$ cat src/rtl/counter_wrap_monitor.sv
// Monitors a WIDTH-bit up/down counter for wrap events and illegal steps, with a latched FAULT state.
// Optional define COUNTER_WRAP_MON_DIRCHK_EN also flags +1/-1 steps that disagree with the direction.
module counter_wrap_monitor #(
  parameter int unsigned WIDTH      = 4,
  parameter int unsigned WRAP_CNT_W = 8,
  parameter int unsigned ERR_LIMIT  = 3
) (
  input  logic                  clk,
  input  logic                  reset,
  input  logic [WIDTH-1:0]      cnt_in,
  input  logic                  up,
  input  logic                  clr,
  output logic                  wrap_pulse,
  output logic                  wrap_dir,
  output logic [WRAP_CNT_W-1:0] wrap_count,
  output logic                  step_err,
  output logic [3:0]            err_count,
  output logic                  fault
);

  localparam logic [1:0] ST_IDLE  = 2'd0;
  localparam logic [1:0] ST_TRACK = 2'd1;
  localparam logic [1:0] ST_FAULT = 2'd2;

  localparam logic [WIDTH-1:0] CNT_MAX = '1;
  localparam logic [3:0]       ERR_LIM = 4'(ERR_LIMIT);

  logic [1:0]       state;
  logic [WIDTH-1:0] prev;
  logic             up_d;

  logic [WIDTH-1:0] prev_inc;
  logic [WIDTH-1:0] prev_dec;
  logic             is_hold;
  logic             is_wrap_up;
  logic             is_wrap_dn;
  logic             is_step;
  logic             step_bad;
  logic             is_err;

  always_comb begin
    prev_inc   = prev + WIDTH'(1);
    prev_dec   = prev - WIDTH'(1);
    is_hold    = (cnt_in == prev);
    is_wrap_up = (prev == CNT_MAX) && (cnt_in == '0) && up_d;
    is_wrap_dn = (prev == '0) && (cnt_in == CNT_MAX) && !up_d;
    is_step    = (cnt_in == prev_inc) || (cnt_in == prev_dec);
`ifdef COUNTER_WRAP_MON_DIRCHK_EN
    step_bad   = ((cnt_in == prev_inc) && !up_d) || ((cnt_in == prev_dec) && up_d);
`else
    step_bad   = 1'b0;
`endif
    // Unit steps take precedence over the "jump to zero" counter-reset rule.
    is_err     = !is_hold && !is_wrap_up && !is_wrap_dn &&
                 (is_step ? step_bad : (cnt_in != '0));
  end

  always_ff @(posedge clk or negedge reset) begin
    if (!reset) begin
      state      <= ST_IDLE;
      prev       <= '0;
      up_d       <= 1'b0;
      wrap_pulse <= 1'b0;
      wrap_dir   <= 1'b0;
      wrap_count <= '0;
      step_err   <= 1'b0;
      err_count  <= '0;
      fault      <= 1'b0;
    end else begin
      prev       <= cnt_in;
      up_d       <= up;
      wrap_pulse <= 1'b0;
      step_err   <= 1'b0;
      if (clr) begin
        state      <= ST_IDLE;
        wrap_dir   <= 1'b0;
        wrap_count <= '0;
        err_count  <= '0;
        fault      <= 1'b0;
      end else begin
        case (state)
          ST_IDLE: state <= ST_TRACK;
          ST_TRACK: begin
            if (is_wrap_up || is_wrap_dn) begin
              wrap_pulse <= 1'b1;
              wrap_dir   <= is_wrap_up;
              if (wrap_count != '1) wrap_count <= wrap_count + WRAP_CNT_W'(1);
            end else if (is_err) begin
              step_err <= 1'b1;
              if (err_count != ERR_LIM) err_count <= err_count + 4'd1;
              if (err_count + 4'd1 >= ERR_LIM) begin
                state <= ST_FAULT;
                fault <= 1'b1;
              end
            end
          end
          ST_FAULT: state <= ST_FAULT;
          default:  state <= ST_IDLE;
        endcase
      end
    end
  end

endmodule

$ cat config.mk
export PLATFORM = sky130hd
export DESIGN_NAME = counter_wrap_monitor
export DESIGN_NICKNAME = d
export VERILOG_FILES = /design/src/rtl/counter_wrap_monitor.sv
export SDC_FILE = /design/constraint.sdc
export NUM_CORES = 1
export LEC_CHECK = 0
export BUFFER_PORTS_ARGS = -buffer_cell sky130_fd_sc_hd__buf_2
export CORE_ASPECT_RATIO = 0.9
export CORE_MARGIN = 1.5
export CORE_UTILIZATION = 30
export CTS_CLUSTER_DIAMETER = 80
export CTS_CLUSTER_SIZE = 8
export DETAILED_ROUTE_END_ITERATION = 10
export PLACE_DENSITY = 0.49
export RECOVER_POWER = 100
export REMOVE_ABC_BUFFERS = 1
export SYNTH_ARGS = -nofsm -noshare
export SYNTH_HDL_FRONTEND = slang
export SYNTH_SLANG_ARGS = --single-unit
export TNS_END_PERCENT = 100
$ cat constraint.sdc
create_clock -name clk -period 2.1 [get_ports clk]
set_input_delay 0.21 -clock clk [delete_from_list [all_inputs] [get_ports clk]]
set_output_delay 0.21 -clock clk [all_outputs]
set_load 0.01 [all_outputs]
==> flow_metrics.py <==
metrics = {
    "layout": {
        "regArea_um2": 576.8,
        "fin_nets": 202,
        "area_growth_pct": 33.21,
        "drive_above_1_share_pct": 28.11,
        "diodes": 0,
        "multi_input_area_um2": 913.4,
        "filler_cell_count": 476,
    },
    "yosys": {
        "synthCells": 144,
        "synth_edf_count": 0,
        "syn_area_um2": 1405,
        "ys_seq_elements": 23,
        "seq_area_frac_synth_pct": 40.96,
        "ys_warn_count": 0,
        "synthFlopType": "dfrtp_1",
        "avgSynthCellArea_um2": 9.758,
        "ys_async_sr_fraction_pct": 100.0,
        "synth.distinct_cells": 41,
    },
    "floorplan": {
        "die-area_um2": 5104,
        "start_util_pct": 31.30,
        "fp.dieW_um": 75.14,
        "core_area_um2": 4489,
        "io-pin-count": 24,
        "die_h_um": 67.93,
        "rows": 23,
    },
    "setup_path": {
        "startpoint_type": "flop",
        "end_kind": "flop",
        "slowest_delay_ns": 0.54,
        "cp_max_fo": 4,
        "crit_buf_inv": 0,
        "arrival_ns": 2.31,
        "crit_chain": "xor2_4, xor2_1, or4_4, and3_4, o32ai_1, or3_1",
        "path_delay_family": "simple AND/OR/NAND/NOR gates",
        "critical_path_class": "flop to flop",
        "worst_path_max_delay_cell": "or4_4",
        "cp.required_ns": 2.31,
    },
    "global_route": {
        "track_usage_pct": 14.03,
        "grt_start_max_net_pins": 24,
        "grt_pass1_wl_mm": 5.471,
        "antenna_found_initial": 0,
        "grt_pass1_vias": 1209,
        "grt_overflow": 0,
    },
    "power_and_ir_drop": {
        "peakVddDrop_uv": 434.1,
        "p_leak_nw": 0.7579,
        "finalPower_mw": 1.157,
        "p_per_area_nw_per_um2": 618.3,
    },
    "route": {
        "detail_route.vias_per_cell": 4.729,
        "via_count": 1168,
        "drtIter0Drc": 38,
        "avgRoutedWirePerCell_um": 13.30,
        "dr.pass1.iters": 4,
        "drc": 0,
        "ant_nets": 0,
        "finalWirelength_mm": 3.284,
    },
    "clock_tree": {
        "clk_path_buf_depth": 2,
        "cts_tree": "done",
        "ctsHtreeMaxLevel": 1,
        "clockRootBuffer": "clkbuf_8",
        "clock-sinks": 23,
        "numCtsBuffers": 3,
        "clk-insertion-delay-late_ns": 0.27,
        "cts.clk_slew.worst_paths_ns": 0.09,
    },
    "place": {
        "pre_cts_ws_ns": -0.04787,
        "hpwl_mm": 2.329,
        "io_buffers": 23,
        "gp_congestion": 0.9394,
    },
    "timing": {
        "max_clock_freq_ghz": 0.4769,
        "rsz0062_at_grt": "yes",
        "worst_pin_slew_ns": 1.273,
        "timing.clock.skew_ns": 0.009909,
        "hold_viol": 0,
        "finalCritPeriodShare_pct": 99.86,
        "setup_ws_ns": 0.002992,
        "setup_viol": 0,
        "drv_slew": 0,
        "relSlewSlack_pct": 15.14,
        "finalSetupTns_ns": 0,
        "period_needed_ns": 2.097,
    },
    "status": {
        "run_status": "completed",
    },
    "run": {
        "maxCapViolCount": 0,
    },
    "hold_path": {
        "hold_class": "primary input to flop",
    },
}
-- cells in the mapped netlist, drive strengths merged (2+ instances only) --
cell type | count | area, µm²
nand2b | 4 | 25.02
o22ai | 2 | 12.51
mux2 | 3 | 33.78
xor2 | 6 | 52.55
nor3b | 2 | 15.01
clkbuf | 3 | 11.26
nand3 | 5 | 30.03
nor3 | 8 | 50.05
xnor2 | 8 | 70.07
inv | 5 | 18.77
dfrtp | 23 | 575.6
ha | 8 | 100.1
a22oi | 2 | 15.01
o21ai | 3 | 15.01
a21oi | 3 | 15.01
nor4 | 4 | 43.80
nand2 | 10 | 37.54
and2 | 2 | 12.51
nand4b | 2 | 17.52
nor2b | 2 | 12.51
o21a | 2 | 15.01
nor2 | 21 | 78.83
nor4b | 2 | 17.52
-- path summary, 6_finish.rpt --
check | from | end | slack (ns) | depth (start not counted)
max | prev[2] | state[1] | 0.003 | 6
min | up | up_d | 0.05 | 1
max reg2reg | prev[2] | state[1] | 0.003 | 6
min reg2reg | fault | fault | 0.52 | 1
max in group asynchronous | reset | prev[2] | 0.52 | 2
min in group asynchronous | reset | wrap_count[7] | 0.73 | 2
-- metal layers --
metal | wire (µm) | track usage, % | vias up
met5 | 0 | 0 | -
met4 | 29 | 4.464 | 0
met3 | 117 | 3.240 | 4
met2 | 1592 | 23.34 | 28
met1 | 1544 | 18.07 | 546
li1 | - | - | 590
-- kinds of logic after synthesis --
family / share of synthesized area (%)
compound gates: 9.171
xor+xnor: 8.727
fa+ha+maj: 7.124
buf+inv: 2.939
flops: 40.96
mux: 3.117
simple gates: 27.96
-- report_power, final --
group	total [mW]	switching [mW]	internal, mW
Sequential	0.502	0.0247	0.478
Combinational	0.375	0.206	0.169
Clock	0.280	0.148	0.133
Total	1.16	0.378	0.779
-- state kept, by name, summed over array words and instances (netlist names) --
register	flops
wrap_dir	1
step_err	1
wrap_pulse	1
prev	4
err_count	4
up_d	1
state	2
wrap_count	8
fault	1
-- layout by cell type (no fill, tap or decap), types with 4 or more instances in the layout --
cell,n
nor2_1,20
dfrtp_1,22
xnor2_1,8
clkbuf_1,20
buf_4,13
nand3_1,4
nand2_1,9
ha_1,6
xor2_1,5
nand2b_1,4
buf_2,5
-- worst register-to-register path: cells and delay by family (launching register included) --
kind                      cells  cell delay (ns)
xor gates and xnor gates      2             0.37
DFF                           1             0.48
and+or+nand+nor               3             0.90
AOI/OAI and AO/OA             1             0.28
-- timing repair --
item	in CTS	in global routing
endpoints found under the setup margin	1	13
gates resized for setup	3	24
endpoints found under the hold margin	23	0
pin swaps	2	6
hold buffers	1	0
setup buffers	2	1
cloned	0	0
-- cell type report --
cell class	count	area share, %
clock inverter	1	0.2674
sequential	23	30.82
clock buffer	3	2.206
timing repair buffer	41	12.77
inverter	5	1.003
multi-input combinational	112	48.80
tap	62	4.144
-- per-stage QoR --
step | area, µm² | std cells | utilization, % | hold slack (ns)
2_1_floorplan | 1383 | 140 | - | -0.08559
3_3_place_gp | 1680 | 239 | 37.43 | 0.2124
3_5_place_dp | 1680 | 239 | 37.43 | 0.2205
4_1_cts | 1772 | 246 | 39.46 | 0.04190
5_1_grt | 1872 | 247 | 41.69 | 0.04606
6_report | 1872 | 247 | 41.69 | 0.05046
Power figures use the tool's default switching activity.
